--- src/rtl/router_pkg.sv ---
// Shared definitions for the router input-port packetizer slice.
package router_pkg;

  localparam int BIT_OFM_DEF      = 29;
  localparam int PIX_PER_FLIT_DEF = 4;
  localparam int PKT_PIXELS_DEF   = 192;

  typedef enum logic {
    FILL = 1'b0,
    WAIT = 1'b1
  } pktz_state_t;

  function automatic int ceil_div(input int num, input int den);
    return (num + den - 1) / den;
  endfunction

endpackage

--- src/rtl/router_flit_hold.sv ---
// Output hold slot of the packetizer: one complete flit, its last-of-packet
// tag and the write/full handshake towards the router input FIFO.
// Optional macro ROUTER_PKTZ_STALL_CNT_EN adds a saturating stall counter.
module router_flit_hold
  #(
    parameter int FLIT_W = 116
  )
  (
    input  logic              clk,
    input  logic              rst_n,
    input  logic              load,
    input  logic [FLIT_W-1:0] load_data,
    input  logic              load_last,
    input  logic              fifo_full,
    output logic [FLIT_W-1:0] flit_data,
    output logic              flit_write,
    output logic              pkt_done,
    output logic              hold_valid,
`ifdef ROUTER_PKTZ_STALL_CNT_EN
    output logic [31:0]       stall_cycles,
`endif
    output logic              slot_free
  );

  logic [FLIT_W-1:0] hold_data_q, hold_data_d;
  logic              hold_valid_q, hold_valid_d;
  logic              hold_last_q, hold_last_d;

  // Handshake and next-state of the hold slot.
  always_comb begin
    flit_write   = hold_valid_q && !fifo_full;
    slot_free    = !hold_valid_q || flit_write;
    pkt_done     = flit_write && hold_last_q;
    hold_data_d  = hold_data_q;
    hold_valid_d = hold_valid_q;
    hold_last_d  = hold_last_q;
    if (load) begin
      hold_data_d  = load_data;
      hold_valid_d = 1'b1;
      hold_last_d  = load_last;
    end else if (flit_write) begin
      hold_valid_d = 1'b0;
    end
  end

  // Hold slot registers.
  always_ff @(posedge clk or negedge rst_n) begin
    if (!rst_n) begin
      hold_data_q  <= '0;
      hold_valid_q <= 1'b0;
      hold_last_q  <= 1'b0;
    end else begin
      hold_data_q  <= hold_data_d;
      hold_valid_q <= hold_valid_d;
      hold_last_q  <= hold_last_d;
    end
  end

  assign flit_data  = hold_data_q;
  assign hold_valid = hold_valid_q;

`ifdef ROUTER_PKTZ_STALL_CNT_EN
  logic [31:0] stall_q, stall_d;

  // Count cycles a complete flit is blocked by a full FIFO, saturating.
  always_comb begin
    stall_d = stall_q;
    if (hold_valid_q && fifo_full && (stall_q != '1)) begin
      stall_d = stall_q + 32'd1;
    end
  end

  // Stall counter register.
  always_ff @(posedge clk or negedge rst_n) begin
    if (!rst_n) begin
      stall_q <= '0;
    end else begin
      stall_q <= stall_d;
    end
  end

  assign stall_cycles = stall_q;
`endif

endmodule

--- src/rtl/router_packetizer.sv ---
// Packs OFM pixels into flits for a router input FIFO and closes every
// packet of PKT_PIXELS pixels with a zero-padded tail flit.
// Optional macro ROUTER_PKTZ_STALL_CNT_EN adds the stall_cycles output.
module router_packetizer
  import router_pkg::*;
  #(
    parameter int BIT_OFM      = BIT_OFM_DEF,
    parameter int PIX_PER_FLIT = PIX_PER_FLIT_DEF,
    parameter int PKT_PIXELS   = PKT_PIXELS_DEF
  )
  (
    input  logic                            clk,
    input  logic                            rst_n,
    input  logic                            pix_valid,
    input  logic [BIT_OFM-1:0]              pix_data,
    output logic                            pix_ready,
    output logic [PIX_PER_FLIT*BIT_OFM-1:0] flit_data,
    output logic                            flit_write,
    input  logic                            fifo_full,
    output logic                            pkt_done,
`ifdef ROUTER_PKTZ_STALL_CNT_EN
    output logic [31:0]                     stall_cycles,
`endif
    output logic                            busy
  );

  localparam int FLIT_W        = PIX_PER_FLIT * BIT_OFM;
  localparam int LANE_W        = (PIX_PER_FLIT > 1) ? $clog2(PIX_PER_FLIT) : 1;
  localparam int PCNT_W        = (PKT_PIXELS > 1) ? $clog2(PKT_PIXELS) : 1;
  localparam int FLITS_PER_PKT = ceil_div(PKT_PIXELS, PIX_PER_FLIT);
  localparam int TAIL_LANES    = PKT_PIXELS - (FLITS_PER_PKT - 1) * PIX_PER_FLIT;
  localparam bit HAS_PAD       = (TAIL_LANES != PIX_PER_FLIT);

  pktz_state_t       state_q, state_d;
  logic [LANE_W-1:0] lane_cnt_q, lane_cnt_d;
  logic [PCNT_W-1:0] pix_cnt_q, pix_cnt_d;
  logic [FLIT_W-1:0] asm_q, asm_d;
  logic              pend_last_q, pend_last_d;

  logic              accept, last_pix, close;
  logic [FLIT_W-1:0] merged, closed;
  logic              load, load_last;
  logic [FLIT_W-1:0] load_data;
  logic              hold_valid, slot_free;

  // Lane insertion, flit close detection and FILL/WAIT next-state.
  always_comb begin
    state_d     = state_q;
    lane_cnt_d  = lane_cnt_q;
    pix_cnt_d   = pix_cnt_q;
    asm_d       = asm_q;
    pend_last_d = pend_last_q;
    load        = 1'b0;
    load_last   = 1'b0;
    load_data   = '0;

    accept   = pix_valid && (state_q == FILL);
    last_pix = (pix_cnt_q == PCNT_W'(PKT_PIXELS - 1));
    close    = accept && ((lane_cnt_q == LANE_W'(PIX_PER_FLIT - 1)) || last_pix);

    merged = asm_q;
    merged[int'(lane_cnt_q) * BIT_OFM +: BIT_OFM] = pix_data;
    closed = merged;
    for (int unsigned i = 0; i < PIX_PER_FLIT; i++) begin
      if (HAS_PAD && (i > 32'(lane_cnt_q))) begin
        closed[i * BIT_OFM +: BIT_OFM] = '0;
      end
    end

    case (state_q)
      FILL: begin
        if (accept) begin
          pix_cnt_d = last_pix ? '0 : pix_cnt_q + PCNT_W'(1);
          if (close) begin
            if (slot_free) begin
              load       = 1'b1;
              load_data  = closed;
              load_last  = last_pix;
              asm_d      = '0;
              lane_cnt_d = '0;
            end else begin
              // Closed flit parks in assembly until the hold slot drains.
              asm_d       = closed;
              pend_last_d = last_pix;
              state_d     = WAIT;
            end
          end else begin
            asm_d      = merged;
            lane_cnt_d = lane_cnt_q + LANE_W'(1);
          end
        end
      end
      WAIT: begin
        if (flit_write) begin
          load       = 1'b1;
          load_data  = asm_q;
          load_last  = pend_last_q;
          asm_d      = '0;
          lane_cnt_d = '0;
          state_d    = FILL;
        end
      end
    endcase
  end

  // FSM, counters and assembly register.
  always_ff @(posedge clk or negedge rst_n) begin
    if (!rst_n) begin
      state_q     <= FILL;
      lane_cnt_q  <= '0;
      pix_cnt_q   <= '0;
      asm_q       <= '0;
      pend_last_q <= 1'b0;
    end else begin
      state_q     <= state_d;
      lane_cnt_q  <= lane_cnt_d;
      pix_cnt_q   <= pix_cnt_d;
      asm_q       <= asm_d;
      pend_last_q <= pend_last_d;
    end
  end

  router_flit_hold #(
    .FLIT_W (FLIT_W)
  ) u_hold (
    .clk          (clk),
    .rst_n        (rst_n),
    .load         (load),
    .load_data    (load_data),
    .load_last    (load_last),
    .fifo_full    (fifo_full),
    .flit_data    (flit_data),
    .flit_write   (flit_write),
    .pkt_done     (pkt_done),
    .hold_valid   (hold_valid),
`ifdef ROUTER_PKTZ_STALL_CNT_EN
    .stall_cycles (stall_cycles),
`endif
    .slot_free    (slot_free)
  );

  assign pix_ready = (state_q == FILL);
  assign busy      = hold_valid || (lane_cnt_q != '0) || (state_q == WAIT);

endmodule

--- config.mk ---
export PLATFORM = sky130hd
export DESIGN_NAME = router_packetizer
export DESIGN_NICKNAME = d
export VERILOG_FILES = /design/src/rtl/router_pkg.sv /design/src/rtl/router_flit_hold.sv /design/src/rtl/router_packetizer.sv
export SDC_FILE = /design/constraint.sdc
export NUM_CORES = 1
export LEC_CHECK = 0
export ABC_AREA = 0
export CAP_MARGIN = 10
export CORE_UTILIZATION = 42
export DETAILED_ROUTE_END_ITERATION = 10
export SYNTH_ARGS = -nofsm -noshare
export SYNTH_HDL_FRONTEND = slang
export SYNTH_SLANG_ARGS = --single-unit
--- constraint.sdc ---
create_clock -name clk -period 7.5 [get_ports clk]
set_input_delay 1.5 -clock clk [delete_from_list [all_inputs] [get_ports clk]]
set_output_delay 1.5 -clock clk [all_outputs]
set_load 0.005 [all_outputs]
# After elaboration in Yosys (flattened, before gate mapping)
# Index checks and enable logic that the tools add are counted.
dict set report classes {
  n_addsub 3
  mul 1
  div_mod_pow 0
  n_lt_le_gt_ge 0
  n_eq_ne 5
  n_shift 2
  muxes 34
  bitwise_logic 2
  reduce_logical 16
}
# cell count
set ops {}
lappend ops {{2-to-1 mux 116 bit} 8}
lappend ops {{one-hot mux 116 bit (2 select lines)} 2}
lappend ops {{bitwise mux 116 bit} 1}
lappend ops {{variable shift 29 x 33 -> 116 bit, first input constant} 1}
lappend ops {{indexed part select 29 x 33 -> 116 bit} 1}
lappend ops {{negator 7 -> 33 bit} 1}
lappend ops {{2-to-1 mux 1 bit} 14}
lappend ops {{adder 8 x 1 -> 8 bit, second input constant} 1}
lappend ops {{equality test 8 bit, second input constant} 1}
lappend ops {{2-to-1 mux 2 bit} 4}
lappend ops {{2-to-1 mux 8 bit} 1}
lappend ops {{multiplier 2 x 5 -> 7 bit, second input constant} 1}
lappend ops {{one-hot mux 1 bit (2 select lines)} 3}
lappend ops {{logical AND 1 bit} 4}
lappend ops {{logical OR 1 bit} 4}
lappend ops {{one-hot mux 2 bit (2 select lines)} 1}
lappend ops {{AND reduction 2 bit} 2}
lappend ops {{AND reduction 4 bit} 1}
lappend ops {{nonzero test 2 bit} 2}
lappend ops {{!= test 3 x 2 -> 1 bit, second input constant} 1}
lappend ops {{AND reduction 3 bit} 1}
lappend ops {{adder 2 x 1 -> 2 bit, second input constant} 1}
lappend ops {{equality test 2 bit, second input constant} 1}
lappend ops {{zero test 1 bit} 2}
lappend ops {{other kinds (3)} 4}
dict set report totals {
  ff_bits 246
  latchBits 0
  mem_bits_rw 0
  romBits 0
  inputBits 33
  output_inout_bits 120
  word_cells 71
  n_memories 0
}

# Depth between registers and ports, before layout
dict set report logic_depth {
  ltp_word 8
  depth_mapped 10
  ltp_nobuf 6
}

# Cells and area by module
# Synthesis repeated with hierarchy kept, for this count alone.
dict set report hier_totals {
  cells_unflattened 813
  area_unflattened_um2 10954.3
}
# mod n_inst cells_per_inst area_each_um2 seq_area_each_um2
set modules_own_cells {}
lappend modules_own_cells {router_packetizer 1 561 6496.2 3203.1}
lappend modules_own_cells {router_flit_hold 1 252 4458.0 2952.8}

# Least setup slack after synthesis
# Ideal clock, no wire load.
dict set report synth_path {
  kind {in2out}
  from {input fifo_full}
  to {output pkt_done}
  arrival_ns 1.692
  required_ns 6.000
  setup_slack_ns 4.308
  path_stages 1
  n_path_buf 0
  path_cell_list {nor3_1}
}
dict set report synth_via {
  elab_chain_len 3
}
# element line_no
set synth_lines {}
lappend synth_lines {{start: declaration} router_packetizer.sv:19} ;# input logic fifo_full,
lappend synth_lines {{zero test 1 bit} router_flit_hold.sv:31} ;# flit_write = hold_valid_q && !fifo_full;
lappend synth_lines {{logical AND 1 bit} router_flit_hold.sv:31}
lappend synth_lines {{logical AND 1 bit} router_flit_hold.sv:33} ;# pkt_done = flit_write && hold_last_q;
lappend synth_lines {{end: declaration} router_packetizer.sv:20} ;# output logic pkt_done,
# Every way passes these cells.

# Final worst setup path
# Ends and elaborated chain as after synthesis.

==> results.py <==
metrics = {
    "clock_tree": {
        "tritoncts": "yes",
        "cts_sinks": 246,
        "ctsHoldBuffers": 0,
        "clk_latency_ns": 0.54,
        "post-cts-setup-buffers": 0,
        "cts_made_buffers": 27,
        "cts-root-buf": "clkbuf_16",
        "cts.htree.levels": 1,
        "post_cts_resized": 0,
        "clk_pin_slew_ns": 0.06,
        "ctsLongestPathBuffers": 3,
    },
    "logic_synthesis": {
        "yosys_warnings": 0,
        "synth_ff_type": "dfrtp_1",
        "synth_top_area_frac": 0.590,
        "synth_area_leaders": "dfrtp_1 59%, a221o_1 8.9%, a22o_1 7.3%",
        "ys_types": 48,
        "async_flop_share": 1.00,
        "synth_common_cells": "246 x dfrtp_1, 93 x a221o_1, 87 x a22o_1",
        "yosysSeqAreaShare": 0.590,
        "synth.largest_area_cell": "dfrtp_1",
        "synth.most_common_cell": "dfrtp_1",
        "syn_nets": 959,
        "synth_seq_cells": 246,
        "syn-cell-area_mm2": 0.0104,
        "avgSynthCellArea_um2": 11.3,
        "syn_inst": 920,
        "synth_edf_count": 0,
    },
    "setup_path": {
        "required_ns": 6.00,
        "cpMaxStageDelayCell": "clkdlybuf4s50_1",
        "max_stage_delay_ns": 0.53,
        "crit_fanout": 6,
        "crit_top_cell": "clkdlybuf4s50_1",
        "rr_worst_depth": 5,
        "path_cells": "clkdlybuf4s50_1 -> nor3_1 -> clkdlybuf4s50_1",
        "end_kind": "output port",
        "crit_type": "in2out",
        "cp.arrival_ns": 2.75,
        "startpoint_type": "input port",
    },
    "floorplan": {
        "start_util": 0.429,
        "fp.dieW_um": 160,
        "coreArea_mm2": 0.0243,
        "ios": 153,
        "num_rows": 57,
        "dieArea_mm2": 0.0255,
        "die_y_um": 160,
    },
    "sta": {
        "holdWs_ns": 0.501,
        "setup_viol": 0,
        "max_freq_ghz": 0.236,
        "tns_ns": 0,
        "min_period_over_period": 0.566,
        "hold_violations": 0,
        "slew_headroom": 0.278,
        "finalCriticalPeriod_ns": 4.25,
        "fin_skew_ns": 0.0110,
        "slew_violations": 0,
        "tightest_slew_ns": 1.08,
        "rsz0062_at_grt": "false",
    },
    "global_route": {
        "antenna_found_initial": 0,
        "grt_pass1_vias": 8477,
        "overflow": 0,
        "track_usage": 0.255,
        "grt_max_degree": 114,
        "grt_pass1_wl_mm": 51.2,
    },
    "worst_hold_path": {
        "min_path_type": "reg2reg",
        "min_path_cells": 2,
    },
    "route": {
        "drtPass1Iterations": 5,
        "vias": 8419,
        "antenna_left": 0,
        "drt_iter0_markers": 672,
        "detail_route.wl_per_cell_um": 22.9,
        "vias_per_cell": 6.06,
        "drc": 0,
        "drt-total-wl_mm": 31.8,
    },
    "final_layout": {
        "synthToLayoutAreaGrowth_pct": 27.1,
        "nets": 1083,
        "fillCellCount": 2050,
        "fin_util": 0.546,
        "multi_input_area_mm2": 0.00392,
        "antennaDiodeCount": 0,
        "seq_area_mm2": 0.00616,
        "drive_gt1_frac": 0.0845,
        "fin_cells": 1389,
    },
    "power": {
        "switchingPower_uw": 1820,
        "p_per_area_mw_per_mm2": 407,
        "p_int_uw": 3590,
        "peakVddDrop_uv": 223,
        "leakagePower_uw": 0.00574,
        "p_total_uw": 5410,
        "clkPwrFrac": 0.265,
        "p_seq_frac": 0.388,
        "pwr-share-comb": 0.347,
        "switching_share": 0.337,
    },
    "place": {
        "port_buffers": 152,
        "hpwl_mm": 19.3,
        "dp_cells": 1339,
        "gp_congestion": 0.779,
    },
    "run_status": {
        "outcome": "finished, final reports clean",
    },
    "flow_run": {
        "maxCapViolCount": 0,
    },
}
-- area by class of cell --
cell class / instances / area share
inverters: 30 / 0.00849
clock buffers: 34 / 0.0567
well taps: 324 / 0.0306
clock inverters: 16 / 0.0161
repair buffers: 176 / 0.129
multi-input cells: 563 / 0.296
flip-flops and latches: 246 / 0.464
-- flip-flops by register name (all words and copies together) (netlist names) --
register and cells:
state_q 1, pix_cnt_q 8, u_hold.flit_data 116, asm_q 116, u_hold.hold_last_q 1, pend_last_q 1
u_hold.hold_valid 1, lane_cnt_q 2
-- cells by family after synthesis --
logic type / count (synthesis) / share of synthesized area
fa+ha+maj: 6 / 0.00719
simple gates: 241 / 0.114
xor+xnor: 3 / 0.00252
buf+inv: 111 / 0.0430
compound gates: 311 / 0.242
mux: 2 / 0.00216
flops: 246 / 0.590
-- metal layers --
layer	track usage	wire, um	vias up
li1	-	-	3742
met1	0.389	14700	4284
met2	0.378	14200	351
met3	0.0426	2320	42
met4	0.0629	535	0
met5	0	0	-
-- cells in the final DEF, fill, tap and decap left out, types with 8 or more instances in the layout --
cell type	n
nor3_1	72
buf_4	24
a22o_1	87
dfrtp_1	246
a221o_1	93
o21ai_0	58
nand2_1	48
clkbuf_16	27
nor2b_1	31
clkdlybuf4s50_1	151
nor2_1	36
inv_1	30
a21oi_1	30
nand3_1	34
o221ai_1	23
clkinv_2	8
-- worst paths after layout --
check,startpoint,to,slack [ns]
min in group asynchronous,rst_n,asm_q[92]$_DFFE_PN0P_,1.03
setup reg to reg,lane_cnt_q[0]$_DFFE_PN0P_,u_hold.flit_data[73]$_DFFE_PN0P_,4.31
hold reg to reg,asm_q[2]$_DFFE_PN0P_,asm_q[2]$_DFFE_PN0P_,0.50
setup / recovery,fifo_full,pkt_done,3.25
max in group asynchronous,rst_n,asm_q[23]$_DFFE_PN0P_,5.02
hold / removal,asm_q[2]$_DFFE_PN0P_,asm_q[2]$_DFFE_PN0P_,0.50
-- per-stage QoR --
stage	cell area [um^2]	setup slack, ns
floorplan	10400	4.31
global placement	12300	2.89
detailed placement	12300	2.82
CTS	13300	3.24
global route	13300	3.19
finish	13300	3.25
-- critical path, delay by kind of cell --
family / cells / cell delay [ns]
buffers and inverters: 2 / 1.02
and+or+nand+nor: 1 / 0.23
-- power by group through the flow --
stage | sequential (uW) | clock [uW] | combinational, uW
CTS | 2100 | 1450 | 1890
floorplan | 2030 | 0 | 924
detailed placement | 2110 | 0 | 1880
global placement | 2120 | 0 | 1850
global route | 2150 | 1510 | 2040
finish | 2100 | 1430 | 1870
Power figures use the tool's default switching activity.
